--- src/rtl/alu_issue_stage_if.sv ---
// Request/result bus for alu_issue_stage.
// Groups the ready/valid request side (operands, opcode, tag) and the
// ready/valid result side (result, flags, tag) of the issue stage.
//   master : producer of requests / consumer of results (e.g. a testbench)
//   slave  : the issue stage itself
interface alu_issue_stage_if #(
    parameter int DATA_WIDTH = 32,
    parameter int TAG_WIDTH  = 5
);
    logic                  in_valid;
    logic                  in_ready;
    logic [DATA_WIDTH-1:0] in_A;
    logic [DATA_WIDTH-1:0] in_B;
    logic [2:0]            in_ALUop;
    logic [TAG_WIDTH-1:0]  in_tag;

    logic                  out_valid;
    logic                  out_ready;
    logic [DATA_WIDTH-1:0] out_Result;
    logic                  out_Overflow;
    logic                  out_CarryOut;
    logic                  out_Zero;
    logic [TAG_WIDTH-1:0]  out_tag;

    modport master (
        output in_valid, in_A, in_B, in_ALUop, in_tag, out_ready,
        input  in_ready, out_valid, out_Result, out_Overflow, out_CarryOut,
               out_Zero, out_tag
    );

    modport slave (
        input  in_valid, in_A, in_B, in_ALUop, in_tag, out_ready,
        output in_ready, out_valid, out_Result, out_Overflow, out_CarryOut,
               out_Zero, out_tag
    );
endinterface

--- src/rtl/alu_issue_stage.sv ---
// ALU issue stage: one registered request slot (S1) feeding a combinational
// ALU, whose result is buffered in a 2-entry FIFO toward the consumer.
// Ports:
//   clk      - clock, rising edge
//   rst      - asynchronous active-high reset
//   flush    - synchronous discard of everything in flight
//   bus      - request/result handshake bus (slave side)
//   op_count - number of completed output handshakes (wraps)
module alu_issue_stage #(
    parameter int DATA_WIDTH = 32,
    parameter int TAG_WIDTH  = 5
) (
    input  logic                clk,
    input  logic                rst,
    input  logic                flush,
    alu_issue_stage_if.slave    bus,
    output logic [31:0]         op_count
);
    localparam int ENTRY_W = DATA_WIDTH + 3 + TAG_WIDTH;
    localparam int MSB     = DATA_WIDTH - 1;

    localparam logic [2:0] OP_AND  = 3'b000;
    localparam logic [2:0] OP_OR   = 3'b001;
    localparam logic [2:0] OP_ADD  = 3'b010;
    localparam logic [2:0] OP_SLTU = 3'b011;
    localparam logic [2:0] OP_XOR  = 3'b100;
    localparam logic [2:0] OP_NOR  = 3'b101;
    localparam logic [2:0] OP_SUB  = 3'b110;
    localparam logic [2:0] OP_SLT  = 3'b111;

    // ---------------- S1 slot ----------------
    logic                  s1_valid_reg;
    logic [DATA_WIDTH-1:0] s1_a_reg;
    logic [DATA_WIDTH-1:0] s1_b_reg;
    logic [2:0]            s1_op_reg;
    logic [TAG_WIDTH-1:0]  s1_tag_reg;

    // ---------------- ALU ----------------
    logic                  is_sub;
    logic [DATA_WIDTH-1:0] b_eff;
    logic [DATA_WIDTH-1:0] sum;
    logic                  carry;
    logic                  overflow;
    logic                  carry_out;
    logic [DATA_WIDTH-1:0] alu_result;
    logic                  zero;

    // SUB and both set-less-than ops all evaluate A-B through the adder.
    assign is_sub = (s1_op_reg == OP_SUB) || (s1_op_reg == OP_SLT) ||
                    (s1_op_reg == OP_SLTU);
    assign b_eff  = is_sub ? ~s1_b_reg : s1_b_reg;
    assign {carry, sum} = {1'b0, s1_a_reg} + {1'b0, b_eff} +
                          {{DATA_WIDTH{1'b0}}, is_sub};
    assign overflow  = (s1_a_reg[MSB] == b_eff[MSB]) && (sum[MSB] != s1_a_reg[MSB]);
    // Subtraction reports a borrow, i.e. the inverted adder carry.
    assign carry_out = is_sub ? ~carry : carry;

    always_comb begin
        alu_result = '0;
        unique case (s1_op_reg)
            OP_AND:  alu_result = s1_a_reg & s1_b_reg;
            OP_OR:   alu_result = s1_a_reg | s1_b_reg;
            OP_ADD:  alu_result = sum;
            OP_SLTU: alu_result = {{(DATA_WIDTH-1){1'b0}}, ~carry};
            OP_XOR:  alu_result = s1_a_reg ^ s1_b_reg;
            OP_NOR:  alu_result = ~(s1_a_reg | s1_b_reg);
            OP_SUB:  alu_result = sum;
            OP_SLT:  alu_result = {{(DATA_WIDTH-1){1'b0}}, sum[MSB] ^ overflow};
            default: alu_result = '0;
        endcase
    end

    assign zero = (alu_result == '0);

    // ---------------- handshake control ----------------
    logic [1:0] count_reg;
    logic [1:0] count_next;
    logic       rd_ptr_reg;
    logic       wr_ptr_reg;
    logic       pop;
    logic       push;
    logic       accept;

    // flush overrides every transfer in its cycle, including the output pop.
    assign pop    = !flush && (count_reg != 2'd0) && bus.out_ready;
    // A full FIFO can still take S1 when the head leaves in the same cycle.
    assign push   = !flush && s1_valid_reg && ((count_reg != 2'd2) || pop);
    assign bus.in_ready = !flush && (!s1_valid_reg || push);
    assign accept = bus.in_valid && bus.in_ready;

    assign count_next = count_reg + {1'b0, push} - {1'b0, pop};

    always_ff @(posedge clk or posedge rst) begin
        if (rst) begin
            s1_valid_reg <= 1'b0;
            s1_a_reg     <= '0;
            s1_b_reg     <= '0;
            s1_op_reg    <= '0;
            s1_tag_reg   <= '0;
        end else if (flush) begin
            s1_valid_reg <= 1'b0;
        end else if (accept) begin
            s1_valid_reg <= 1'b1;
            s1_a_reg     <= bus.in_A;
            s1_b_reg     <= bus.in_B;
            s1_op_reg    <= bus.in_ALUop;
            s1_tag_reg   <= bus.in_tag;
        end else if (push) begin
            s1_valid_reg <= 1'b0;
        end
    end

    always_ff @(posedge clk or posedge rst) begin
        if (rst) begin
            count_reg  <= 2'd0;
            rd_ptr_reg <= 1'b0;
            wr_ptr_reg <= 1'b0;
            op_count   <= 32'd0;
        end else if (flush) begin
            count_reg  <= 2'd0;
            rd_ptr_reg <= 1'b0;
            wr_ptr_reg <= 1'b0;
        end else begin
            count_reg <= count_next;
            if (push) wr_ptr_reg <= ~wr_ptr_reg;
            if (pop) begin
                rd_ptr_reg <= ~rd_ptr_reg;
                op_count   <= op_count + 32'd1;
            end
        end
    end

    // ---------------- result FIFO storage ----------------
    logic [ENTRY_W-1:0] push_entry;
    logic [ENTRY_W-1:0] head_entry;

    assign push_entry = {alu_result, overflow, carry_out, zero, s1_tag_reg};

    genvar gi;
    generate
        for (gi = 0; gi < 2; gi++) begin : gen_entry
            localparam logic IDX = 1'(gi);
            logic [ENTRY_W-1:0] entry_reg;

            always_ff @(posedge clk or posedge rst) begin
                if (rst) begin
                    entry_reg <= '0;
                end else if (push && (wr_ptr_reg == IDX)) begin
                    entry_reg <= push_entry;
                end
            end
        end
    endgenerate

    assign head_entry = rd_ptr_reg ? gen_entry[1].entry_reg : gen_entry[0].entry_reg;

    assign bus.out_valid    = (count_reg != 2'd0);
    assign bus.out_Result   = head_entry[ENTRY_W-1 -: DATA_WIDTH];
    assign bus.out_Overflow = head_entry[TAG_WIDTH+2];
    assign bus.out_CarryOut = head_entry[TAG_WIDTH+1];
    assign bus.out_Zero     = head_entry[TAG_WIDTH];
    assign bus.out_tag      = head_entry[TAG_WIDTH-1:0];
endmodule

--- src/flat_wrapper.sv ---
// flat-port wrapper written by rule: the top's interface ports become plain ports
module alu_issue_stage_flat 
#(
    parameter int DATA_WIDTH = 32,
    parameter int TAG_WIDTH  = 5
)
  (clk, rst, flush, op_count, bus_in_valid, bus_in_A, bus_in_B, bus_in_ALUop, bus_in_tag, bus_out_ready, bus_in_ready, bus_out_valid, bus_out_Result, bus_out_Overflow, bus_out_CarryOut, bus_out_Zero, bus_out_tag);
  alu_issue_stage_if #(.DATA_WIDTH(DATA_WIDTH), .TAG_WIDTH(TAG_WIDTH)) bus_i ();
  input  logic clk;
  input  logic rst;
  input  logic flush;
  output logic [31:0] op_count;
  input wire logic [$bits(bus_i.in_valid)-1:0] bus_in_valid;
  input wire logic [$bits(bus_i.in_A)-1:0] bus_in_A;
  input wire logic [$bits(bus_i.in_B)-1:0] bus_in_B;
  input wire logic [$bits(bus_i.in_ALUop)-1:0] bus_in_ALUop;
  input wire logic [$bits(bus_i.in_tag)-1:0] bus_in_tag;
  input wire logic [$bits(bus_i.out_ready)-1:0] bus_out_ready;
  output wire logic [$bits(bus_i.in_ready)-1:0] bus_in_ready;
  output wire logic [$bits(bus_i.out_valid)-1:0] bus_out_valid;
  output wire logic [$bits(bus_i.out_Result)-1:0] bus_out_Result;
  output wire logic [$bits(bus_i.out_Overflow)-1:0] bus_out_Overflow;
  output wire logic [$bits(bus_i.out_CarryOut)-1:0] bus_out_CarryOut;
  output wire logic [$bits(bus_i.out_Zero)-1:0] bus_out_Zero;
  output wire logic [$bits(bus_i.out_tag)-1:0] bus_out_tag;
  assign bus_i.in_valid = bus_in_valid;
  assign bus_i.in_A = bus_in_A;
  assign bus_i.in_B = bus_in_B;
  assign bus_i.in_ALUop = bus_in_ALUop;
  assign bus_i.in_tag = bus_in_tag;
  assign bus_i.out_ready = bus_out_ready;
  assign bus_in_ready = bus_i.in_ready;
  assign bus_out_valid = bus_i.out_valid;
  assign bus_out_Result = bus_i.out_Result;
  assign bus_out_Overflow = bus_i.out_Overflow;
  assign bus_out_CarryOut = bus_i.out_CarryOut;
  assign bus_out_Zero = bus_i.out_Zero;
  assign bus_out_tag = bus_i.out_tag;
  alu_issue_stage #(.DATA_WIDTH(DATA_WIDTH), .TAG_WIDTH(TAG_WIDTH)) u_core (.clk(clk), .rst(rst), .flush(flush), .bus(bus_i), .op_count(op_count));
endmodule
--- config.mk ---
export PLATFORM = sky130hd
export DESIGN_NAME = alu_issue_stage_flat
export DESIGN_NICKNAME = d
export VERILOG_FILES = /design/src/rtl/alu_issue_stage_if.sv /design/src/rtl/alu_issue_stage.sv /design/src/flat_wrapper.sv
export SDC_FILE = /design/constraint.sdc
export NUM_CORES = 1
export LEC_CHECK = 0
export BUFFER_PORTS_ARGS = -buffer_cell sky130_fd_sc_hd__buf_4
export CORE_MARGIN = 1
export CORE_UTILIZATION = 36
export CTS_CLUSTER_DIAMETER = 200
export DETAILED_ROUTE_END_ITERATION = 12
export PLACE_DENSITY_LB_ADDON = 0.2
export SYNTH_ARGS = -nofsm -noshare
export SYNTH_HDL_FRONTEND = slang
export SYNTH_SLANG_ARGS = --single-unit
--- constraint.sdc ---
create_clock -name clk -period 8.2 [get_ports clk]
set_input_delay 1.23 -clock clk [delete_from_list [all_inputs] [get_ports clk]]
set_output_delay 1.23 -clock clk [all_outputs]
set_load 0.02 [all_outputs]
==> results of run 1 <==
-- path summary, 6_finish.rpt --
path,start,to,cells after the start,slack [ps]
setup / recovery,u_core.s1_op_reg[1]$_DFFE_PP0P_,u_core.gen_entry[1].entry_reg[5]$_DFFE_PP0P_,14,2760
hold / removal,u_core.gen_entry[1].entry_reg[15]$_DFFE_PP0P_,u_core.gen_entry[1].entry_reg[15]$_DFFE_PP0P_,2,470
setup reg to reg,u_core.s1_op_reg[1]$_DFFE_PP0P_,u_core.gen_entry[1].entry_reg[5]$_DFFE_PP0P_,14,2760
hold reg to reg,u_core.gen_entry[1].entry_reg[15]$_DFFE_PP0P_,u_core.gen_entry[1].entry_reg[15]$_DFFE_PP0P_,2,470
max in group asynchronous,rst,u_core.s1_op_reg[0]$_DFFE_PP0P_,3,5510
min in group asynchronous,rst,u_core.gen_entry[1].entry_reg[3]$_DFFE_PP0P_,2,1010
-- through the flow --
step / power [mW] / utilization / cells
after floorplan: 2.61 / - / 1400
after global placement: 3.20 / 0.411 / 1924
after detailed placement: 3.23 / 0.411 / 1924
after CTS: 4.12 / 0.430 / 1956
after global routing: 4.38 / 0.430 / 1956
final: 4.10 / 0.430 / 1956
-- cell type report --
class / instances / share of cell area
timing repair buffer: 161 / 0.0832
clock buffer: 17 / 0.0293
tap: 448 / 0.0386
inverter: 77 / 0.0202
multi-input combinational: 1049 / 0.489
sequential: 189 / 0.326
clock inverter: 15 / 0.0139
-- Yosys cell counts, drive strengths merged (32+ instances only) --
library cell,number,area [um^2]
mux2,71,800
dfrtp,189,4730
xnor2,65,569
nand2,259,972
xor2,42,368
a21oi,51,263
inv,76,285
o21ai,138,691
clkbuf,64,240
a211oi,32,245
nor2,45,169
ha,99,1240
-- critical path, stage by stage (launching register included) --
cell and delay, ps:
dfrtp_1 330, buf_4 440, o21a_2 470, buf_4 440
xnor2_1 120, ha_1 420, a21oi_1 280, a21boi_0 150
a311oi_2 380, a211oi_1 120, or3b_1 430, or4_1 520
or4_1 420, or4_1 550, o31ai_1 240
-- layer usage --
metal	vias up	global-route usage	share of wire
met5	-	0	0
met2	248	0.292	0.43
met3	35	0.0337	0.041
li1	5041	-	-
met4	0	0.0497	0.016
met1	4868	0.292	0.51
-- power breakdown --
| group | switching [mW] | total (mW) | internal (mW) |
|---|---|---|---|
| Clock | 0.460 | 0.883 | 0.424 |
| Combinational | 1.14 | 1.89 | 0.759 |
| Sequential | 0.164 | 1.32 | 1.16 |
| Total | 1.76 | 4.10 | 2.34 |
-- logic make-up (layout without fill, tap and decap cells) --
family / after synthesis / in the layout / synth area share
compound gates: 312 / 312 / 0.157
xor+xnor: 107 / 107 / 0.0752
fa+ha+maj: 100 / 100 / 0.101
buf+inv: 162 / 270 / 0.0509
flops: 189 / 189 / 0.380
mux: 79 / 79 / 0.0706
simple gates: 451 / 451 / 0.165
==> flow_summary_export.csv, run 1 <==
group,metric,value,unit
cts,tritoncts,"yes",
critical_path,startpoint_type,"register",
final_layout,largest_register_ffs,80,
floorplanning,die_y,188,um
logic_synthesis,synthArstFlopShare,1.00,
final_layout,most-common-layout-cells,"259 x nand2_1, 186 x dfrtp_1, 161 x buf_4",
final_layout,layout-drive-gt1-share,0.189,
placed_design,dpl_cell_area,0.0139,mm^2
grt,grt_overflow,0,
placed_design,io_buffers,150,
floorplanning,core,0.0338,mm^2
run,cap_violations,0,
final_layout,design_area,0.0145,mm^2
floorplanning,initial_core_util,0.369,
grt,grt_antenna_before_repair,0,
logic_synthesis,ys_ff_latch,189,
floorplanning,die_area,0.0353,mm^2
hold_path,hold_path_class,"register to register",
sta,fin_tns_setup,0,ps
logic_synthesis,synth_edf_count,0,
routing,drc_errors,0,
placed_design,post-place-ws,2780,ps
power,vdd_drop_max,0.169,mV
logic_synthesis,synth_cell_types,73,
routing,drt_iter0_drc,558,
cts,cts_setup_buffers,0,
routing,viasPerCell,5.21,
critical_path,worstPathRequired,8560,ps
routing,totalWireLength,34000,um
cts,cts.clk_slew.worst_paths,80,ps
grt,grt_pass1_wl,54900,um
sta,tightest_slew,1110,ps
cts,cts_buffers,17,
logic_synthesis,synth.net_count,1577,
cts,clock_latency,470,ps
routing,antenna_left,0,
floorplanning,die_x,188,um
grt,grt.total_usage,0.196,
critical_path,path_max_fanout,45,
sta,slew_viol_final,0,
logic_synthesis,syn-cell-area,0.0125,mm^2
final_layout,antennaDiodeCount,0,
sta,min_period_over_period,0.664,
critical_path,crit_type,"register to register",
critical_path,end_kind,"register",
sta,period_needed,5440,ps
power,power_density,282,mW/mm^2
routing,drtPass1Iterations,5,
sta,setup_viol,0,
logic_synthesis,synthCells,1400,
sta,worst_slack,2760,ps
final_layout,fin_nets,1672,
cts,cts.path.max_buffers,2,
logic_synthesis,ys_warn_count,0,
power,p_leak,6.73,nW
final_layout,synthToLayoutAreaGrowth,16.6,%
sta,fmax,184,MHz
status,run_status,"complete, no violations",
cts,cts_resized,0,
critical_path,crit_arrival,5810,ps
cts,cts_sinks,189,
cts,htree_levels,4,
logic_synthesis,syn_avg_cell_area,8.90,um^2
grt,grt_pass1_vias,9847,
logic_synthesis,ys_seq_area_frac,0.380,
sta,relSlewSlack,0.259,
sta,rsz0062_at_grt,"false",
sta,finalHoldViolations,0,
routing,avgRoutedWirePerCell,17.4,um
logic_synthesis,synth_flop_cell,"dfrtp_1",
cts,hold_buffers,0,
placed_design,hpwl,24900,um
sta,fin_skew,17.0,ps
final_layout,seqCellArea,0.00473,mm^2
final_layout,layout_commonest_cell,"nand2_1",
final_layout,multiInputGateArea,0.00710,mm^2
placed_design,gp_congestion,0.884,
routing,vias,10200,
floorplanning,ios,151,
sta,hold_slack,474,ps
grt,grt_max_degree,116,
cts,cts-root-buf,"clkbuf_16",
floorplanning,rows,67,
final_layout,fillers,3369,
Power figures use the tool's default switching activity.
==> inputs of run 2 (changes only) <==
==> constraint.sdc (replaced) <==
create_clock -name clk -period 5.4 [get_ports clk]
set_input_delay 0.81 -clock clk [delete_from_list [all_inputs] [get_ports clk]]
set_output_delay 0.81 -clock clk [all_outputs]
set_load 0.02 [all_outputs]
==> run 2 against run 1 <==
Clock power is 46% higher. Sequential cell count did not move. Clock skew grew 1.6 ps. Power increased by 50%. Critical path depth fell by 2. Non-clock buffer count grew 4. Sequential share of layout area about the same. Critical endpoint unchanged.
==> flow_summary_export.csv, run 2 (synthesized netlist as in run 1, its figures left out) <==
group,metric,value,unit
status,run_status,"complete, no violations",
final_layout,antennaDiodeCount,0,
routing,drc_errors,0,
power,power_density,424,mW/mm^2
floorplanning,die_x,188,um
placed_design,io_buffers,150,
cts,hold_buffers,0,
final_layout,fillers,3411,
final_layout,seqCellArea,0.00473,mm^2
grt,grt_pass1_wl,54400,um
grt,grt.total_usage,0.195,
grt,grt_overflow,0,
sta,fin_skew,18.6,ps
placed_design,post-place-ws,507,ps
final_layout,layout_commonest_cell,"nand2_1",
critical_path,end_kind,"register",
final_layout,largest_register_ffs,80,
floorplanning,ios,151,
cts,cts_buffers,17,
sta,rsz0062_at_grt,"false",
cts,cts.path.max_buffers,2,
sta,worst_slack,452,ps
floorplanning,rows,67,
critical_path,worst-path-buf-inv,0,
sta,tightest_slew,1100,ps
cts,tritoncts,"yes",
sta,fmax,202,MHz
routing,totalWireLength,33700,um
routing,drt_iter0_drc,554,
final_layout,most-common-layout-cells,"259 x nand2_1, 186 x dfrtp_1, 164 x buf_4",
grt,grt_max_degree,128,
power,vdd_drop_max,0.262,mV
sta,fin_tns_setup,0,ps
critical_path,worstPathRequired,5770,ps
routing,drtPass1Iterations,6,
power,report.power.total,6.16,mW
routing,antenna_left,0,
cts,clock_latency,470,ps
cts,cts_setup_buffers,0,
final_layout,multiInputGateArea,0.00710,mm^2
critical_path,cpMostUsedCell,"or4_1",
grt,grt_antenna_before_repair,0,
critical_path,crit_type,"register to register",
final_layout,fin_nets,1676,
sta,finalHoldViolations,0,
critical_path,path_max_fanout,26,
critical_path,slowest_stage,"o21a_2",
critical_path,startpoint_type,"register",
cts,cts-root-buf,"clkbuf_16",
sta,slew_viol_final,0,
hold_path,hold_path_class,"input pin to async pin",
cts,htree_levels,4,
final_layout,synthToLayoutAreaGrowth,16.7,%
sta,period_needed,4950,ps
critical_path,crit_arrival,5320,ps
floorplanning,die_y,188,um
placed_design,hpwl,24600,um
final_layout,layout-drive-gt1-share,0.191,
floorplanning,core,0.0338,mm^2
routing,avgRoutedWirePerCell,17.2,um
grt,grt_pass1_vias,9791,
power,p_leak,6.73,nW
critical_path,cpPeakStageDelay,670,ps
routing,viasPerCell,5.22,
sta,setup_viol,0,
placed_design,gp_congestion,0.893,
sta,min_period_over_period,0.916,
critical_path,critical_path.cell_chain,"o21a_2 > mux2i_1 > fa_1 > nor2b_1 > o2111ai_1 > a21oi_1 > nand2b_1 > o221ai_1 > or4_1 > or4_1 > or4_1 > o31ai_1",
cts,cts_sinks,189,
cts,cts.clk_slew.worst_paths,80,ps
floorplanning,die_area,0.0353,mm^2
routing,vias,10200,
cts,cts_resized,0,
sta,hold_slack,326,ps
critical_path,reg2reg_slack,450,ps
critical_path,crit_family,"simple AND/OR/NAND/NOR gates",
run,cap_violations,0,
floorplanning,initial_core_util,0.369,
sta,relSlewSlack,0.270,
[run 2: cell count changes in the layout (fill, tap and decap cells not counted)]
cell | before | now
inv_12 | 3 | 1
clkinv_4 | 1 | 3
buf_12 | 0 | 1
clkinv_8 | 5 | 4
inv_8 | 4 | 1
buf_4 | 161 | 164
clkinvlp_4 | 0 | 2
inv_6 | 3 | 5
[run 2: layout make-up]
type | instances | share of cell area
Multi-Input combinational cell | 1049 | 0.489
Sequential cell | 189 | 0.326
Timing Repair Buffer | 165 | 0.0861
Tap cell | 448 | 0.0386
Clock buffer | 17 | 0.0293
Inverter | 77 | 0.0201
Clock inverter | 15 | 0.0117
[run 2: worst paths after layout]
kind | cells past startpoint | start | end
min | 2 | rst | u_core.gen_entry[0].entry_reg[10]$_DFFE_PP0P_
min in group clk | 1 | u_core.op_count[31]$_DFFE_PP0P_ | u_core.op_count[31]$_DFFE_PP0P_
max reg2reg | 12 | u_core.s1_op_reg[0]$_DFFE_PP0P_ | u_core.gen_entry[1].entry_reg[5]$_DFFE_PP0P_
max | 12 | u_core.s1_op_reg[0]$_DFFE_PP0P_ | u_core.gen_entry[1].entry_reg[5]$_DFFE_PP0P_
max in group asynchronous | 3 | rst | u_core.s1_b_reg[23]$_DFFE_PP0P_
min reg2reg | 1 | u_core.op_count[31]$_DFFE_PP0P_ | u_core.op_count[31]$_DFFE_PP0P_
[run 2: stage by stage]
stage | cells | area (um^2) | utilization
floorplan | 1400 | 12500 | -
global placement | 1928 | 13900 | 0.413
detailed placement | 1928 | 13900 | 0.413
CTS | 1960 | 14500 | 0.430
global route | 1960 | 14500 | 0.430
finish | 1960 | 14500 | 0.430
[run 2: per-layer routing]
metal,part of all wire,GRT usage,routed length (um),vias to the layer above
met5,0,0,0,-
met4,0.012,0.0482,398,0
met3,0.041,0.0311,1380,27
met2,0.44,0.296,14900,234
met1,0.51,0.288,17100,4931
li1,-,-,-,5038
[run 2: worst reg2reg max path, stage by stage (launching register included)]
cell and delay (ps):
dfrtp_2 360, o21a_2 670, mux2i_1 310, fa_1 480
nor2b_1 180, o2111ai_1 270, a21oi_1 410, nand2b_1 190
o221ai_1 170, or4_1 570, or4_1 470, or4_1 550
o31ai_1 240
[run 2: power by group]
part	internal, mW	total [mW]	switching [mW]	leakage (nW)
sequential	1.76	1.99	0.228	2.42
clock	0.623	1.29	0.662	0.286
combinational	1.16	2.88	1.73	4.03
